==> src/rtl/hazard_scoreboard.sv <==
// rtl/hazard_scoreboard.sv - register hazard scoreboard with stall generation and stall counter
module hazard_scoreboard #(
   parameter int NUM_SRC  = 3,
   parameter int GR_NUM   = 32,
   parameter int GR_W     = 5,
   parameter int LOAD_LAT = 1,
   parameter int CSR_LAT  = 2,
   parameter int CNT_W    = 32
) (
   input  logic                    clk,
   input  logic                    rstn,
   input  logic                    id_valid_i,
   input  logic [NUM_SRC*GR_W-1:0] id_src_no_i,
   input  logic [NUM_SRC-1:0]      id_src_en_i,
   input  logic [GR_W-1:0]         id_dst_no_i,
   input  logic                    id_dst_en_i,
   input  logic [1:0]              id_class_i,
   input  logic                    id_is_compare_i,
   input  logic                    long_done_i,
   input  logic [GR_W-1:0]         long_dst_no_i,
   input  logic                    flush_i,
   input  logic                    cnt_clr_i,
   output logic                    stall_o,
   output logic                    ex_bubble_o,
   output logic [GR_NUM-1:0]       busy_vec_o,
   output logic [CNT_W-1:0]        stall_cnt_o
);

   // Countdown must hold the largest reload value (CSR or LOAD latency + 1), never narrower than 2 bits.
   localparam int MAX_LOAD = ((LOAD_LAT > CSR_LAT) ? LOAD_LAT : CSR_LAT) + 1;
   localparam int CW       = ($clog2(MAX_LOAD + 1) < 2) ? 2 : $clog2(MAX_LOAD + 1);

   localparam logic [1:0] CLS_ALU  = 2'd0;
   localparam logic [1:0] CLS_LOAD = 2'd1;
   localparam logic [1:0] CLS_CSR  = 2'd2;
   localparam logic [1:0] CLS_LONG = 2'd3;

   logic [CW-1:0]     cnt [GR_NUM];
   logic [GR_NUM-1:0] long_busy;
   logic [GR_W-1:0]   src_no [NUM_SRC];
   logic              src_haz;
   logic              waw_haz;
   logic              issue;
   logic              dst_wr;
   logic [CW-1:0]     load_val;

   for (genvar k = 0; k < NUM_SRC; k++) begin : g_src
      assign src_no[k] = id_src_no_i[k*GR_W +: GR_W];
   end

   // Source (RAW) and destination (WAW) hazard detection against current scoreboard state.
   always_comb begin
      src_haz = 1'b0;
      for (int k = 0; k < NUM_SRC; k++) begin
         if (id_src_en_i[k] && (src_no[k] != '0)) begin
            if (long_busy[src_no[k]]) begin
               src_haz = 1'b1;
            end else if (id_is_compare_i) begin
               // Compare consumers read in ID, so they need the value one cycle earlier than EX consumers.
               if (cnt[src_no[k]] != '0) src_haz = 1'b1;
            end else begin
               if (cnt[src_no[k]] > CW'(1)) src_haz = 1'b1;
            end
         end
      end
      waw_haz = id_dst_en_i & long_busy[id_dst_no_i];
   end

   assign stall_o     = id_valid_i & ~flush_i & (src_haz | waw_haz);
   assign ex_bubble_o = stall_o | flush_i;
   assign issue       = id_valid_i & ~stall_o & ~flush_i;
   assign dst_wr      = issue & id_dst_en_i & (id_dst_no_i != '0);

   // Countdown reload value chosen by producer class; long ops are tracked by long_busy instead.
   always_comb begin
      load_val = CW'(1);
      case (id_class_i)
         CLS_ALU:  load_val = CW'(1);
         CLS_LOAD: load_val = CW'(LOAD_LAT + 1);
         CLS_CSR:  load_val = CW'(CSR_LAT + 1);
         CLS_LONG: load_val = '0;
         default:  load_val = CW'(1);
      endcase
   end

   // Per-register scoreboard update; reset and flush both wipe all in-flight producers.
   always_ff @(posedge clk) begin
      if (!rstn || flush_i) begin
         for (int r = 0; r < GR_NUM; r++) begin
            cnt[r] <= '0;
         end
         long_busy <= '0;
      end else begin
         cnt[0]       <= '0;
         long_busy[0] <= 1'b0;
         for (int r = 1; r < GR_NUM; r++) begin
            if (dst_wr && (id_dst_no_i == GR_W'(r))) begin
               cnt[r]       <= load_val;
               long_busy[r] <= (id_class_i == CLS_LONG);
            end else begin
               if (cnt[r] != '0) cnt[r] <= cnt[r] - CW'(1);
               if (long_done_i && (long_dst_no_i == GR_W'(r))) long_busy[r] <= 1'b0;
            end
         end
      end
   end

   // Busy view for normal consumers, derived from registered state only.
   always_comb begin
      for (int r = 0; r < GR_NUM; r++) begin
         busy_vec_o[r] = long_busy[r] | (cnt[r] > CW'(1));
      end
   end

   // Saturating stall-cycle counter; clear beats a same-cycle increment.
   always_ff @(posedge clk) begin
      if (!rstn || cnt_clr_i) begin
         stall_cnt_o <= '0;
      end else if (stall_o && !(&stall_cnt_o)) begin
         stall_cnt_o <= stall_cnt_o + CNT_W'(1);
      end
   end

endmodule

==> config.mk <==
export PLATFORM = sky130hd
export DESIGN_NAME = hazard_scoreboard
export DESIGN_NICKNAME = d
export VERILOG_FILES = /design/src/rtl/hazard_scoreboard.sv
export SDC_FILE = /design/constraint.sdc
export NUM_CORES = 1
export LEC_CHECK = 0
export CAP_MARGIN = 20
export CORE_MARGIN = 4
export CORE_UTILIZATION = 60
export CTS_BUF_LIST = sky130_fd_sc_hd__clkbuf_16
export DETAILED_ROUTE_END_ITERATION = 8
export PLACE_DENSITY = 0.84
export SLEW_MARGIN = 20
export SYNTH_ARGS = -nofsm -noshare
export SYNTH_HDL_FRONTEND = slang
export SYNTH_SLANG_ARGS = --single-unit
==> constraint.sdc <==
create_clock -name clk -period 10.5 [get_ports clk]
set_input_delay 2.625 -clock clk [delete_from_list [all_inputs] [get_ports clk]]
set_output_delay 2.625 -clock clk [all_outputs]
set_load 0.05 [all_outputs]
Word level (Yosys, flattened, before mapping)
Memories as Yosys holds them, arrays and structs flattened.
Cells that the tools add are included.
- register bits after elaboration: 64
- RAM bits: 64
- input port bits: 38
- output and inout bits: 66
- word-level logic and storage cells: 786
- memories kept: 1
- memories (name ; depth ; width ; read ports ; clocked after memory_dff ; wr ports ; line ; source):
    cnt ; 32 ; 2 ; 35 ; 0 ; 32 ; 38 ; logic [CW-1:0] cnt [GR_NUM];
- add/sub/neg operators: 32
- magnitude comparators: 39
- eq/ne operators: 65
- multiplexer cells: 369
- bitwise operators: 106
- reductions and logical operators: 141
- operators with widths (operator ; count):
    $mux 1 ; 301
    $eq 5x5->1 const B ; 32
    $reduce_bool 2->1 ; 65
    $mux 2 ; 63
    $or 1x1->1 ; 97
    $eq 5x4->1 const B ; 16
    $gt 2x1->1 const B ; 35
    $logic_and 1x1->1 ; 66
    $sub 2x1->2 const B ; 31
    $eq 5x3->1 const B ; 8
    $add 32x1->32 const B ; 1
    $reduce_and 32->1 ; 1
    $lt 5x6->1 const B ; 4
    $bmux 1 s5 ; 4
    $eq 5x2->1 const B ; 4
    $reduce_bool 5->1 ; 4
    $eq 5x1->1 const B ; 2
    $pmux 2 s4 ; 1
    $and 1x1->1 ; 7
    $eq 2x2->1 const B ; 2
    $eq 2x1->1 const B ; 1
    $logic_not 1->1 ; 2
    $logic_not 2->1 ; 1
    $logic_or 1x1->1 ; 2
    $not 1->1 ; 2

Logic depth before layout (Yosys ltp)
An unclocked memory read counts as a cell.
- depth after elaboration: 27
- gate-level depth with buffers: 14

Least setup slack after synthesis
OpenSTA, ideal clock, no wires.
- kind: input -> output
- from: input port id_src_no_i[0]
- to: output port ex_bubble_o
- arrival: 5.580 ns
- required time: 7.875 ns
- path slack: 2.295 ns
- stages on the path: 11
- path buffers: 4
- cells stage by stage: buf_2 > buf_2 > mux4_2 > mux4_2 > o311a_1 > nor4_2 > nor3_2 > buf_4 > buf_2 > nor2_1 > or2_2
- longest elaborated chain between the ends: 17
- elaborated cells between the ends (all ways): 25
- those cells by class: order compare: 1; mux: 17; bitwise: 3; reduce/logical: 3; memory: 1
- RTL lines (what ; line ; source):
    start, declared ; 13 ; input logic [NUM_SRC*GR_W-1:0] id_src_no_i,
    $mem_v2 32x2 ; -- ;
    $gt 2x1->1 / $reduce_bool 2->1 (equally long branches) ; 62, 60 ;
    $mux 1, on equally long branches ; 62, 60 ;
    $mux 1 ; 58 ; end else if (id_is_compare_i) begin
    $mux 1 ; 56 ; if (long_busy[src_no[k]]) begin
    $mux 1 (*) ; 55 ; if (id_src_en_i[k] && (src_no[k] != '0)) begin
    $mux 1, on equally long branches ; 62, 60 ;
    $mux 1 ; 58 ;
    [... 2 more ...] ; -- ;
    $mux 1, on equally long branches ; 62, 60 ;
    $mux 1 ; 58 ;
    $mux 1 ; 56 ;
    $mux 1 (*) ; 55 ;
    $or 1x1->1 (*) ; 69 ; assign stall_o = id_valid_i & ~flush_i & (src_haz | waw_haz);
    $and 1x1->1 (*) ; 69 ;
    net stall_o ; 23 ; output logic stall_o,
    $or 1x1->1 (*) ; 70 ; assign ex_bubble_o = stall_o | flush_i;
    end, declared ; 24 ; output logic ex_bubble_o,
Mark *: on every way through the listed nets, which the timed path passes. The rest lies on a longest branch. The select of a mux whose other input is x is not followed.

Worst setup path in the final report
- from: input port id_src_no_i[6]
- to: output port ex_bubble_o
- longest elaborated chain between the ends: 13
- elaborated cells between the ends (all ways): 20
- those cells by class: order compare: 1; mux: 12; bitwise: 3; reduce/logical: 3; memory: 1
- RTL lines (what ; line):
    $mem_v2 32x2 ; --
    $gt 2x1->1 / $reduce_bool 2->1 (equally long branches) ; 62, 60
    $mux 1, on equally long branches ; 62, 60
    $mux 1 ; 58
    $mux 1 ; 56
    $mux 1 (*) ; 55
    $mux 1, on equally long branches ; 62, 60
    $mux 1 ; 58
    $mux 1 ; 56
    $mux 1 (*) ; 55
    $or 1x1->1 (*) ; 69
    $and 1x1->1 (*) ; 69
    $or 1x1->1 (*) ; 70
Mark *: on every way between the ends. The rest lies on a longest branch, timed or not. The select of a mux whose other input is x is not followed.

==> out/qor.csv <==
stage,metric,value,unit
clock_tree,cts-root-buf,clkbuf_16,
critical_path,startpoint_type,primary input,
yosys,synth_commonest_cells,"nor2_1, inv_1, ha_1, dfxtp_1, nand3_1",
yosys,synth.most_common_cell,nor2_1,
clock_tree,htree_levels,4,
detailed_routing,drt_iter0_drc,1204,
critical_path,reg2reg_to,cnt[1][1]$_SDFFCE_PN0P_,
timing,fin_tns_setup,0,ns
global_route,grt_max_degree,68,
clock_tree,numCtsBuffers,17,
power_and_ir_drop,power,0.001741,W
critical_path,r2r-start,cnt[15][1]$_SDFFCE_PN0P_,
global_route,grt_pass1_vias,8779,
global_route,grt.busiest_layer,met2,
timing,worst_slew_pin_slew,1.054,ns
placed_design,dp_hpwl,21370,um
yosys,yosysSeqAreaShare,0.3170,
timing,fin_crit_sh,0.8626,
critical_path,crit_fanout,22,
yosys,synthCells,1050,
floorplanning,start_util,0.6158,
critical_path,slowest_delay,1.16,ns
yosys,synthTopCellsByArea,"edfxtp_1, dfxtp_1, mux4_2",
critical_path,arrival,6.43,ns
floorplanning,dieArea,0.01854,mm^2
critical_path,timing.critical_path.mode_cell,clkdlybuf4s50_1,
yosys,yosys.cell_types.count,58,
global_route,grt_use_met1,0.4447,
yosys,synth_top_area_frac,0.1890,
timing,relSlewSlack,0.2952,
global_route,grt.met3_usage,0.08882,
yosys,yosys.area.top_type,edfxtp_1,
timing,max_freq,110.4,MHz
floorplanning,core_area,0.01600,mm^2
yosys,avgSynthCellArea,9.384,um^2
timing,rsz0062_at_grt,no,
min_path,hp-class,flop to flop,
critical_path,crit_type,primary input to output pin,
placed_design,postPlaceCellArea,0.01092,mm^2
yosys,synthesis.nets,1154,
timing,min_period,9.058,ns
clock_tree,ctsResizeCount,0,
critical_path,required,7.88,ns
critical_path,worstPathCellList,clkdlybuf4s50_1 > mux4_2 > a22oi_1 > a32oi_1 > o21ai_1 > a21oi_1 > nor3_4 > nor2_1 > or2_2 > clkdlybuf4s50_1,
yosys,synth_top_flop_cell,dfxtp_1,
status,status,finished clean,
detailed_routing,route.detailed.drc,0,
floorplanning,fp.dieH,136.2,um
min_path,hold_end,stall_cnt_o[8]$_SDFFE_PP0P_,
global_route,grt_overflow_total,0,
clock_tree,clock_latency,0.43,ns
final_layout,n_antenna_cell,0,
yosys,yosys_warnings,0,
timing,setup_viol_count_final,0,
detailed_routing,dr.pass1.iters,6,
critical_path,crit_path_end_kind,output pin,
timing,hold_viol_final,0,
yosys,async_flop_share,0,
clock_tree,path_clk_slew,0.06,ns
critical_path,critical-path-slowest-cell,clkdlybuf4s50_1,
clock_tree,cts_hold_buf,0,
detailed_routing,routed_wl,29970,um
min_path,holdPathStages,2,
timing,skew,0.007763,ns
detailed_routing,vias_per_cell,6.928,
job,max_cap_violations,0,
global_route,grtUsageTotal,0.3266,
power_and_ir_drop,p_per_area,151.9,mW/mm^2
detailed_routing,post_drt_wl_per_cell,22.40,um
global_route,grt_pass1_wl,46880,um
power_and_ir_drop,cellLeakagePower,4.105,nW
clock_tree,cts_setup_buffers,0,
placed_design,port_buffers,102,
critical_path,rrSetupSlack,6.49,ns
critical_path,r2r_cells,10,
floorplanning,die_w,136.2,um
timing,final-max-slew-violation-count,0,
detailed_routing,routed-via-count,9269,
final_layout,drive_gt1_frac,0.1426,
global_route,antenna_found_initial,1,
final_layout,final_cell_area,0.01146,mm^2
min_path,min_from,stall_cnt_o[8]$_SDFFE_PP0P_,
power_and_ir_drop,peakVddDrop,0.1183,mV
detailed_routing,ant_nets,0,
placed_design,gp_congestion,1.013,
final_layout,num-nets-final,1213,
clock_tree,cts_buffer_depth,2,
yosys,syn_area,0.009853,mm^2
final_layout,synthToLayoutAreaGrowth,16.29,%
yosys,synth_edf_count,62,
global_route,grt_util_met2,0.4948,
clock_tree,cts_tree,done,
floorplanning,rows,46,
yosys,synth_seq_cells,125,
floorplanning,io_pins,104,
clock_tree,clock_sinks,125,
worst max path at each step:
stage                          from           to  slack (ns)  cells past startpoint
finish               id_src_no_i[6]  ex_bubble_o        1.44                     10
global route         id_src_no_i[6]  ex_bubble_o        1.27                     10
CTS                 id_src_no_i[10]  ex_bubble_o        1.34                      9
detailed placement  id_src_no_i[10]  ex_bubble_o        1.36                      9
global placement    id_src_no_i[10]  ex_bubble_o        1.45                      9
floorplan            id_src_no_i[0]  ex_bubble_o        2.29                     11
where the power goes:
| group | total [W] | switching (W) | internal [W] | leakage (nW) |
|---|---|---|---|---|
| clock network | 0.000549 | 0.000224 | 0.000325 | 0.288 |
| logic | 0.000557 | 0.000330 | 0.000227 | 2.61 |
| registers | 0.000635 | 0.0000646 | 0.000570 | 1.21 |
area by class of cell:
type / instances / area [um^2]
Clock buffer: 19 / 475.5
Timing Repair Buffer: 114 / 1106
Clock inverter: 13 / 70.07
Fill cell: 1255 / 4542
Tap cell: 216 / 270.3
Multi-Input combinational cell: 777 / 6136
Sequential cell: 125 / 3123
Inverter: 74 / 277.8
layout by cell type, fill, tap and decap left out, types with 6 or more instances in the layout:
master           count
o31ai_1              7
o311ai_0             8
or4_1               10
a21oi_1             36
buf_4               12
dfxtp_1             63
a31oi_1             20
o21bai_1            30
and3_1               8
and2_1               7
nand2b_1            14
mux4_2              47
nor2b_1             11
nand3b_1             6
o21ai_1             11
nor2_1              79
edfxtp_1            62
nand4_1             18
ha_1                66
a211oi_1             8
nand3_1             63
o21ai_0             50
nor3_1              47
nand2_1             32
clkbuf_16           19
mux2_2              62
inv_1               76
mux2i_1             12
o211ai_1            45
or3_1               28
clkdlybuf4s50_1    101
through the flow:
step           hold WS, ns  setup WS, ns    util  instances
2_1_floorplan       0.4806         2.295       -       1050
3_3_place_gp        0.4812         1.450  0.6822       1306
3_5_place_dp        0.4899         1.362  0.6822       1306
4_1_cts             0.5006         1.336  0.7163       1338
5_1_grt             0.5314         1.272  0.7161       1338
6_report            0.5040         1.442  0.7161       1338
registers in the layout (all words and copies together), names as in the netlist:
signal       cells
cnt             62
long_busy       31
stall_cnt_o     32
layer usage:
metal,part of all wire,wire length [um],vias to the layer above
li1,-,-,4114
met1,0.38,11380,4379
met2,0.45,13600,669
met3,0.13,3958,105
met4,0.034,1025,2
met5,0.00043,13,-
worst max-delay path: cells and delay by family:
| family | cells | cell delay [ns] |
|---|---|---|
| simple gates | 3 | 0.74 |
| compound gates | 4 | 0.57 |
| mux | 1 | 0.62 |
| buf+inv | 2 | 1.86 |
cells by family after synthesis:
family	Yosys count	share of synthesized area
muxes	125	0.1950
other	1	0.0003806
AOI/OAI and AO/OA	241	0.1603
and+or+nand+nor	344	0.1811
buffers and inverters	148	0.06248
adders and majority gates	66	0.08381
DFF	125	0.3170
Note: power is estimated with default switching activity, not from simulation.
